**src/rtl/ps2_key_ctrl_if.sv**
```systemverilog
// Keyboard event bus between the PS/2 receiver/CPU side and the key controller.
// Latency: wiring only, no registers.
// Backpressure: rx_wait tells the receiver to hold off; rd_en pops the head event.
interface ps2_key_ctrl_if #(
   parameter int ADDR_W = 3
);
   logic [7:0]      rx_byte;
   logic            rx_valid;
   logic            rx_wait;
   logic            rd_en;
   logic            evt_valid;
   logic [9:0]      evt_data;
   logic [ADDR_W:0] evt_count;
   logic            overflow;
   logic            clear_ovf;
   logic            shift_held;
   logic            ctrl_held;

   // Receiver/CPU side: drives bytes, pops and overflow clears
   modport master (
      output rx_byte, rx_valid, rd_en, clear_ovf,
      input  rx_wait, evt_valid, evt_data, evt_count, overflow, shift_held, ctrl_held
   );

   // Key controller side
   modport slave (
      input  rx_byte, rx_valid, rd_en, clear_ovf,
      output rx_wait, evt_valid, evt_data, evt_count, overflow, shift_held, ctrl_held
   );
endinterface

```
**src/rtl/ps2_key_ctrl.sv**
```systemverilog
// Folds PS/2 scan-code prefixes into key events, queues them show-ahead, tracks Shift/Ctrl.
// Latency: event visible and modifiers updated one cycle after the final byte's strobe.
// Backpressure: rx_wait drops the cycle after the FIFO fills; events arriving while full are dropped.
module ps2_key_ctrl #(
   parameter int DEPTH  = 8,
   parameter int ADDR_W = 3
) (
   input  logic          clk_i,
   input  logic          rst_i,
   ps2_key_ctrl_if.slave bus
);

   localparam logic [ADDR_W:0] FULL = (ADDR_W+1)'(DEPTH);

   typedef enum logic [2:0] {
      S_IDLE,
      S_EXT,
      S_BRK,
      S_EXT_BRK,
      S_PAUSE
   } state_t;

   state_t          state_q, state_d;
   logic [2:0]      skip_q, skip_d;
   logic            push;
   logic [9:0]      push_dat;
   logic            noise;

   logic [9:0]      mem_q [DEPTH];
   logic [ADDR_W-1:0] wr_ptr_q, rd_ptr_q;
   logic [ADDR_W:0] count_q;
   logic            ovf_q;
   logic            rx_wait_q;
   logic            shift_l_q, shift_r_q, ctrl_l_q, ctrl_r_q;

   logic            pop, full, accept, drop;

   // Acks, BAT result, echo, resend and error bytes carry no key information
   assign noise = (bus.rx_byte == 8'h00) || (bus.rx_byte == 8'hAA) ||
                  (bus.rx_byte == 8'hEE) || (bus.rx_byte == 8'hFA) ||
                  (bus.rx_byte == 8'hFE) || (bus.rx_byte == 8'hFF);

   // Prefix decoder: next state and the event produced by this byte, if any
   always_comb begin
      state_d  = state_q;
      skip_d   = skip_q;
      push     = 1'b0;
      push_dat = '0;
      if (bus.rx_valid) begin
         case (state_q)
            S_IDLE: begin
               if (bus.rx_byte == 8'hE0) begin
                  state_d = S_EXT;
               end else if (bus.rx_byte == 8'hF0) begin
                  state_d = S_BRK;
               end else if (bus.rx_byte == 8'hE1) begin
                  state_d = S_PAUSE;
                  skip_d  = 3'd7;
               end else if (!noise) begin
                  push     = 1'b1;
                  push_dat = {2'b00, bus.rx_byte};
               end
            end
            S_EXT: begin
               if (bus.rx_byte == 8'hF0) begin
                  state_d = S_EXT_BRK;
               end else if (bus.rx_byte != 8'hE0) begin
                  push     = 1'b1;
                  push_dat = {2'b10, bus.rx_byte};
                  state_d  = S_IDLE;
               end
            end
            S_BRK: begin
               if (bus.rx_byte != 8'hE0 && bus.rx_byte != 8'hF0) begin
                  push     = 1'b1;
                  push_dat = {2'b01, bus.rx_byte};
                  state_d  = S_IDLE;
               end
            end
            S_EXT_BRK: begin
               if (bus.rx_byte != 8'hE0 && bus.rx_byte != 8'hF0) begin
                  push     = 1'b1;
                  push_dat = {2'b11, bus.rx_byte};
                  state_d  = S_IDLE;
               end
            end
            S_PAUSE: begin
               // The whole 8-byte Pause sequence collapses into one extended E1 event
               if (skip_q == 3'd1) begin
                  push     = 1'b1;
                  push_dat = {2'b10, 8'hE1};
                  skip_d   = 3'd0;
                  state_d  = S_IDLE;
               end else begin
                  skip_d = skip_q - 3'd1;
               end
            end
            default: state_d = S_IDLE;
         endcase
      end
   end

   // A push into a full FIFO still fits if the head leaves in the same cycle
   always_comb begin
      full   = (count_q == FULL);
      pop    = bus.rd_en && (count_q != '0);
      accept = push && (!full || pop);
      drop   = push && !accept;
   end

   // Decoder state, FIFO pointers/occupancy, overflow flag and receiver inhibit
   always_ff @(posedge clk_i) begin
      if (rst_i) begin
         state_q   <= S_IDLE;
         skip_q    <= '0;
         wr_ptr_q  <= '0;
         rd_ptr_q  <= '0;
         count_q   <= '0;
         ovf_q     <= 1'b0;
         rx_wait_q <= 1'b1;
      end else begin
         state_q <= state_d;
         skip_q  <= skip_d;
         if (accept) wr_ptr_q <= wr_ptr_q + 1'b1;
         if (pop)    rd_ptr_q <= rd_ptr_q + 1'b1;
         if (accept && !pop)      count_q <= count_q + 1'b1;
         else if (!accept && pop) count_q <= count_q - 1'b1;
         if (drop)               ovf_q <= 1'b1;
         else if (bus.clear_ovf) ovf_q <= 1'b0;
         rx_wait_q <= !full;
      end
   end

   // Event storage; contents need no reset since evt_data is masked while empty
   always_ff @(posedge clk_i) begin
      if (!rst_i && accept) mem_q[wr_ptr_q] <= push_dat;
   end

   // Modifier tracking follows every decoded event, even ones the FIFO drops
   always_ff @(posedge clk_i) begin
      if (rst_i) begin
         shift_l_q <= 1'b0;
         shift_r_q <= 1'b0;
         ctrl_l_q  <= 1'b0;
         ctrl_r_q  <= 1'b0;
      end else if (push) begin
         if (!push_dat[9] && push_dat[7:0] == 8'h12) shift_l_q <= !push_dat[8];
         if (!push_dat[9] && push_dat[7:0] == 8'h59) shift_r_q <= !push_dat[8];
         if (!push_dat[9] && push_dat[7:0] == 8'h14) ctrl_l_q  <= !push_dat[8];
         if ( push_dat[9] && push_dat[7:0] == 8'h14) ctrl_r_q  <= !push_dat[8];
      end
   end

   assign bus.evt_valid  = (count_q != '0);
   assign bus.evt_data   = bus.evt_valid ? mem_q[rd_ptr_q] : '0;
   assign bus.evt_count  = count_q;
   assign bus.overflow   = ovf_q;
   assign bus.rx_wait    = rx_wait_q;
   assign bus.shift_held = shift_l_q | shift_r_q;
   assign bus.ctrl_held  = ctrl_l_q | ctrl_r_q;

endmodule

```
**src/flat_wrapper.sv**
```systemverilog
// flat-port wrapper written by rule: the top's interface ports become plain ports
module ps2_key_ctrl_flat 
#(
   parameter int DEPTH  = 8,
   parameter int ADDR_W = 3
)
  (clk_i, rst_i, bus_rx_byte, bus_rx_valid, bus_rd_en, bus_clear_ovf, bus_rx_wait, bus_evt_valid, bus_evt_data, bus_evt_count, bus_overflow, bus_shift_held, bus_ctrl_held);
  ps2_key_ctrl_if #(.ADDR_W(ADDR_W)) bus_i ();
  input  logic clk_i;
  input  logic rst_i;
  input wire logic [$bits(bus_i.rx_byte)-1:0] bus_rx_byte;
  input wire logic [$bits(bus_i.rx_valid)-1:0] bus_rx_valid;
  input wire logic [$bits(bus_i.rd_en)-1:0] bus_rd_en;
  input wire logic [$bits(bus_i.clear_ovf)-1:0] bus_clear_ovf;
  output wire logic [$bits(bus_i.rx_wait)-1:0] bus_rx_wait;
  output wire logic [$bits(bus_i.evt_valid)-1:0] bus_evt_valid;
  output wire logic [$bits(bus_i.evt_data)-1:0] bus_evt_data;
  output wire logic [$bits(bus_i.evt_count)-1:0] bus_evt_count;
  output wire logic [$bits(bus_i.overflow)-1:0] bus_overflow;
  output wire logic [$bits(bus_i.shift_held)-1:0] bus_shift_held;
  output wire logic [$bits(bus_i.ctrl_held)-1:0] bus_ctrl_held;
  assign bus_i.rx_byte = bus_rx_byte;
  assign bus_i.rx_valid = bus_rx_valid;
  assign bus_i.rd_en = bus_rd_en;
  assign bus_i.clear_ovf = bus_clear_ovf;
  assign bus_rx_wait = bus_i.rx_wait;
  assign bus_evt_valid = bus_i.evt_valid;
  assign bus_evt_data = bus_i.evt_data;
  assign bus_evt_count = bus_i.evt_count;
  assign bus_overflow = bus_i.overflow;
  assign bus_shift_held = bus_i.shift_held;
  assign bus_ctrl_held = bus_i.ctrl_held;
  ps2_key_ctrl #(.DEPTH(DEPTH), .ADDR_W(ADDR_W)) u_core (.clk_i(clk_i), .rst_i(rst_i), .bus(bus_i));
endmodule
```
**config.mk**
```make
export PLATFORM = sky130hd
export DESIGN_NAME = ps2_key_ctrl_flat
export DESIGN_NICKNAME = d
export VERILOG_FILES = /design/src/rtl/ps2_key_ctrl_if.sv /design/src/rtl/ps2_key_ctrl.sv /design/src/flat_wrapper.sv
export SDC_FILE = /design/constraint.sdc
export NUM_CORES = 1
export LEC_CHECK = 0
export CAP_MARGIN = 0
export CELL_PAD_IN_SITES_DETAIL_PLACEMENT = 1
export CELL_PAD_IN_SITES_GLOBAL_PLACEMENT = 1
export CORE_ASPECT_RATIO = 1.1
export CORE_MARGIN = 10
export CORE_UTILIZATION = 50
export DETAILED_ROUTE_END_ITERATION = 10
export PLACE_DENSITY_LB_ADDON = 0.1
export SLEW_MARGIN = 25
export SYNTH_ARGS = -nofsm -noshare
export SYNTH_HDL_FRONTEND = slang
export SYNTH_SLANG_ARGS = --single-unit
```
**constraint.sdc**
```tcl
create_clock -name clk_i -period 8 [get_ports clk_i]
set_input_delay 1.6 -clock clk_i [delete_from_list [all_inputs] [get_ports clk_i]]
set_output_delay 1.6 -clock clk_i [all_outputs]
set_load 0.02 [all_outputs]
```
Yosys cells after proc, flatten, opt, wreduce, memory -nomap -nowiden
Memories as Yosys holds them, arrays and structs flattened. A register that Yosys moved wholly into a read port is not among the register bits. Index checks and enable logic that the tools add are counted.

Output and inout bits: 19. Flip-flop bits (word level): 22. Memory bits (writable): 80. Input bits: 13. Memory bits (read-only): 0. Word-level logic and storage cells: 124. Memories kept: 1. Bits in latches: 0.

Memories: u_core.mem_q (words 8, bits a word 10, rd ports 1, clocked after memory_dff 1, write ports 1, RTL line ps2_key_ctrl.sv:29) `logic [9:0] mem_q [DEPTH];`.

Reduce and logical (&&, ||, !) cells: 36. Shifts and indexed selects: 0. Muxes and demuxes: 43. Magnitude comparators: 0. $mul: 0. Div/mod/pow operators: 0. Eq/ne operators: 26. Bitwise gates (word level): 2. Add/sub/neg operators: 5.

Operators by type and width (number): 2-to-1 mux 10 bit (9); equality test 8 bit (second input constant) (8); case mux 10 bit (5 select lines) (1); 2-to-1 mux 3 bit (13); equality test 8 x 5 -> 1 bit (second input constant) (2); != test 8 bit (second input constant) (2); 2-to-1 mux 1 bit (13); case mux 3 bit (4 select lines) (1); logical AND 1 bit (11); AND reduction 5 bit (2); 2-to-1 mux 9 bit (1); equality test 8 x 7 -> 1 bit (second input constant) (1); zero test 8 bit (1); 2-to-1 mux 4 bit (2); 2-to-1 mux 8 bit (1); AND reduction 2 bit (4); adder 3 x 1 -> 3 bit (second input constant) (2); equality test 3 x 1 -> 1 bit (second input constant) (2); equality test 3 x 2 -> 1 bit (second input constant) (2); zero test 1 bit (6); logical OR 1 bit (6); != test 2 x 1 -> 1 bit (second input constant) (3); case mux 3 bit (2 select lines) (1); nonzero test 2 bit (3); other kinds (13) (15).

Logic depth before layout (Yosys ltp)
Depth after elaboration: 17. Depth in mapped cells: 14. Gate-level depth less buffers: 14.

Least setup slack after synthesis
OpenSTA, ideal clock, no wires.

Path type: input -> register. Start point: input bus_rx_byte[4]. End point: register u_core.count_q[3], in the netlist u_core.bus.evt_count[3]. Stages on the path: 14. Setup time: 70 ps. Buffers on the path: 1. Data arrival time: 4376 ps. Setup slack: 3554 ps. Data required time: 7930 ps. Path through: buf_2 -> or3_1 -> a221oi_2 -> o31ai_2 -> a21oi_2 -> nor2_1 -> ha_1 -> inv_1 -> ha_1 -> a21o_1 -> a21oi_1 -> xnor2_1 -> or3_1 -> a21oi_1.

Cells in the longest elaborated chain, start to end: 16. Elaborated cells between the ends (all ways): 32. Those cells by class: eq/ne: 10; mux: 10; reduce/logical: 12.

Ends and longest elaborated chain: start, declared (RTL line flat_wrapper.sv:11) `input wire logic [$bits(bus_i.rx_byte)-1:0] bus_rx_byte;`; equality test 8 bit / zero test 8 bit (equally long branches) (RTL line ps2_key_ctrl.sv:39) `assign noise = (bus.rx_byte == 8'h00) || (bus.rx_byte == 8'hAA) ||`; logical OR 1 bit (2 in series) (RTL line ps2_key_ctrl.sv:39); logical OR 1 bit (2 in series) (RTL line ps2_key_ctrl.sv:40) `(bus.rx_byte == 8'hEE) || (bus.rx_byte == 8'hFA) ||`; logical OR 1 bit (RTL line ps2_key_ctrl.sv:41) `(bus.rx_byte == 8'hFE) || (bus.rx_byte == 8'hFF);`; 2-to-1 mux 1 bit (RTL line ps2_key_ctrl.sv:59) `end else if (!noise) begin`; 2-to-1 mux 1 bit (RTL line ps2_key_ctrl.sv:56) `end else if (bus.rx_byte == 8'hE1) begin`; 2-to-1 mux 1 bit (RTL line ps2_key_ctrl.sv:54) `end else if (bus.rx_byte == 8'hF0) begin`; 2-to-1 mux 1 bit (RTL line ps2_key_ctrl.sv:52) `if (bus.rx_byte == 8'hE0) begin`; case mux 1 bit (4 select lines) (*) (RTL line ps2_key_ctrl.sv:50) `case (state_q)`; 2-to-1 mux 1 bit (*) (RTL line ps2_key_ctrl.sv:49) `if (bus.rx_valid) begin`; logical AND 1 bit (*) (RTL line ps2_key_ctrl.sv:107) `accept = push && (!full || pop);`; zero test 1 bit (RTL line ps2_key_ctrl.sv:127) `else if (!accept && pop) count_q <= count_q - 1'b1;`; logical AND 1 bit (RTL line ps2_key_ctrl.sv:127); nonzero test 2 bit (no source line); end signal, assigned (RTL line ps2_key_ctrl.sv:126) `if (accept && !pop) count_q <= count_q + 1'b1;`; end signal, assigned (RTL line ps2_key_ctrl.sv:127); end, declared (RTL line ps2_key_ctrl.sv:31) `logic [ADDR_W:0] count_q;`.

Every way passes the cells marked *; elsewhere a longest branch is shown, timed or not. A chain may end at the register's enable or synchronous reset.

Worst setup path in the final report
Same ends and word-level chain as after synthesis.

==> impl_metrics.json <==
{
  "totalWireLength_um": 10300,
  "p_total_uw": 1480,
  "cts_max_level": 3,
  "cp.arrival_ns": 5.27,
  "fmax_mhz": 201,
  "vdd_drop_max_mv": 0.144,
  "grt_use_total_pct": 16.0,
  "synth_seq_cells": 105,
  "synth-edff-count": 80,
  "io_pins": 32,
  "io_buffer_count": 31,
  "path_clk_slew_ns": 0.09,
  "period_share_pct": 62.1,
  "crit_required_ns": 8.30,
  "vias": 2759,
  "grt_start_max_net_pins": 21,
  "report.final.slew_viol_count": 0,
  "die-width_um": 112,
  "insertion_delay_ns": 0.37,
  "tightest_slew_ns": 1.01,
  "rrSetupSlack_ns": 4.34,
  "power.switching_uw": 437,
  "worstReg2RegStart": "u_core.state_q[2]",
  "area_delta_synth_final_pct": 14.6,
  "worst_hold_startpoint": "u_core.shift_l_q",
  "die_y_um": 121,
  "clock_skew_ns": 0.00785,
  "pwr-share-seq_pct": 44.3,
  "root_buffer": "clkbuf_8",
  "synthTopCellsByArea": "edfxtp_1, dfxtp_1, mux4_2, mux2i_1, nor2_1",
  "ys.flop_type": "edfxtp_1",
  "final-setup-viol-count": 0,
  "hpwl_um": 7110,
  "min_path_type": "reg -> reg",
  "place.gp.congestion": 0.787,
  "cts_setup_buffers": 0,
  "yosysTopAreaCellShare_pct": 51.7,
  "ys_seq_area_share_pct": 62.5,
  "worst_r2r_endpoint": "u_core.bus.evt_count[3]",
  "p_clk_share_pct": 26.1,
  "yosysWarnings": 0,
  "status": "finished clean",
  "pwr-share-comb_pct": 29.6,
  "synthesis.area_sq_mm": 0.00465,
  "grt_overflow": 0,
  "startpoint_type": "input port",
  "hold_viol": 0,
  "cts_resized": 0,
  "n_antenna_cell": 0,
  "period_minus_slack_ns": 4.97,
  "cts_tree": "yes",
  "powerDensity_mw_per_mm2": 278,
  "first_pass_iters": 4,
  "drtIter0Drc": 168,
  "dp.cells": 460,
  "drc": 0,
  "fillers": 860,
  "p_sw_share_pct": 29.5,
  "syn-instance-count": 323,
  "internal_power_uw": 1040,
  "ctsLongestPathBuffers": 2,
  "synth.distinct_cells": 57,
  "yosys.area.top_type": "edfxtp_1",
  "synth_nets": 344,
  "clock-sinks": 105,
  "crit_fanout": 10,
  "rows": 36,
  "antenna_found_initial": 0,
  "async_reset_ff_share_pct": 0,
  "drive_gt1_share_pct": 14.9,
  "final_cell_mix": "edfxtp_1, nor2_1, clkdlybuf4s50_1",
  "wl_per_cell_um": 21.6,
  "viasPerCell": 5.80,
  "grt_pass1_wl_um": 16700,
  "maxCapViolations": 0,
  "min_delay_path_depth": 2,
  "critPathKind": "in -> reg",
  "numCtsBuffers": 9,
  "postRouteAntennaNets": 0,
  "rsz0062_at_grt": "no",
  "hold_end": "u_core.shift_l_q",
  "final_common_cell": "edfxtp_1",
  "hold_ws_ns": 0.483,
  "core_sq_mm": 0.00896,
  "cts_hold_buf": 0,
  "synth.avg_cell_area_sq_um": 14.4,
  "worstRegToRegCells": 12,
  "grt_pass1_vias": 2974,
  "p_leak_uw": 0.00179,
  "stdcell_count": 476,
  "slew-limit-headroom_pct": 32.7,
  "setup_tns_ns": 0,
  "crit_path_end_kind": "flip-flop",
  "dieArea_sq_mm": 0.0136,
  "finalNetCount": 378,
  "start_util_pct": 51.8
}
## flip-flops by register name, indices dropped and copies added, names as in the netlist, named ones only
signal,cells
u_core.ctrl_r_q,1
u_core.shift_r_q,1
u_core.mem_q,80
u_core.state_q,3
u_core.shift_l_q,1
u_core.skip_q,3
u_core.ctrl_l_q,1
u_core.bus.rx_wait,1
u_core.rd_ptr_q,3
u_core.bus.evt_count,4
u_core.wr_ptr_q,3
u_core.bus.overflow,1
## power by group through the flow
stage / clock network (uW) / registers [uW] / logic, uW
5_1_grt: 416 / 661 / 487
6_report: 386 / 656 / 439
4_1_cts: 395 / 657 / 450
3_5_place_dp: 0 / 669 / 449
3_3_place_gp: 0 / 667 / 436
2_1_floorplan: 0 / 660 / 290
## logic make-up (layout without fill, tap and decap cells)
group,count (synthesis),after routing,share of synthesized area [%]
simple gates,109,109,12.9
fa+ha+maj,8,8,2.32
compound gates,43,43,7.22
buf+inv,20,59,1.64
mux,33,33,12.5
flops,105,105,62.5
xor+xnor,5,5,0.943
## worst max-delay path, cell delays in order
cell and delay, ns:
clkdlybuf4s50_1 0.68, or3_1 0.19, a221oi_2 0.07, o31ai_2 0.67, a21oi_2 0.23, nor2_1 0.33
ha_1 0.24, inv_1 0.09, ha_1 0.28, a21o_1 0.18, a21oi_1 0.17, xnor2_1 0.09
or3_1 0.30, a21oi_1 0.14
## cells in the mapped netlist (3+ instances only)
| cell | n |
|---|---|
| nor3b_1 | 3 |
| and4_1 | 3 |
| dfxtp_1 | 25 |
| and2_1 | 8 |
| xor2_1 | 3 |
| mux2i_1 | 13 |
| edfxtp_1 | 80 |
| or2_2 | 4 |
| nor3_1 | 8 |
| and3_1 | 6 |
| nor2b_1 | 8 |
| ha_1 | 7 |
| mux4_2 | 20 |
| clkbuf_1 | 8 |
| nor2_1 | 31 |
| o21ai_0 | 6 |
| nand2_1 | 11 |
| or3_1 | 4 |
| nand2b_1 | 5 |
| a21oi_1 | 13 |
| inv_1 | 9 |
| nand3_1 | 4 |
## layer usage
layer	wire, um	track usage (%)	share of wire [%]	vias to the layer above
met4	172	7.15	1.7	0
met3	435	3.56	4.2	15
met5	0	0	0	-
met2	5310	27.9	52	54
li1	-	-	-	1310
met1	4380	18.5	43	1380
## per-stage QoR
stage / cell area [sq um] / worst slack (ns) / util (%)
finish: 5330 / 3.03 / 59.4
global route: 5330 / 2.68 / 59.4
CTS: 5330 / 3.06 / 59.4
detailed placement: 5080 / 2.66 / 56.7
global placement: 5080 / 2.81 / 56.7
floorplan: 4650 / 3.55 / -
## area by class of cell
cell class / instances / area, sq um / share of cell area (%)
clock buffer: 10 / 128 / 2.40
clock inverter: 6 / 113 / 2.11
inverter: 9 / 33.8 / 0.634
multi-input combinational: 198 / 1670 / 31.4
sequential: 105 / 2900 / 54.5
tap: 114 / 143 / 2.68
timing repair buffer: 34 / 333 / 6.25
## worst max path at each step
stage                               from                       to  slack (ns)
after floorplan           bus_rx_byte[4]  u_core.bus.evt_count[3]        3.55
after global placement    bus_rx_byte[4]  u_core.bus.evt_count[3]        2.81
after detailed placement  bus_rx_byte[4]  u_core.bus.evt_count[3]        2.66
after CTS                 bus_rx_byte[4]  u_core.bus.evt_count[3]        3.06
after global routing      bus_rx_byte[4]  u_core.bus.evt_count[3]        2.68
final                     bus_rx_byte[4]  u_core.bus.evt_count[3]        3.03
Power figures use the tool's default switching activity.
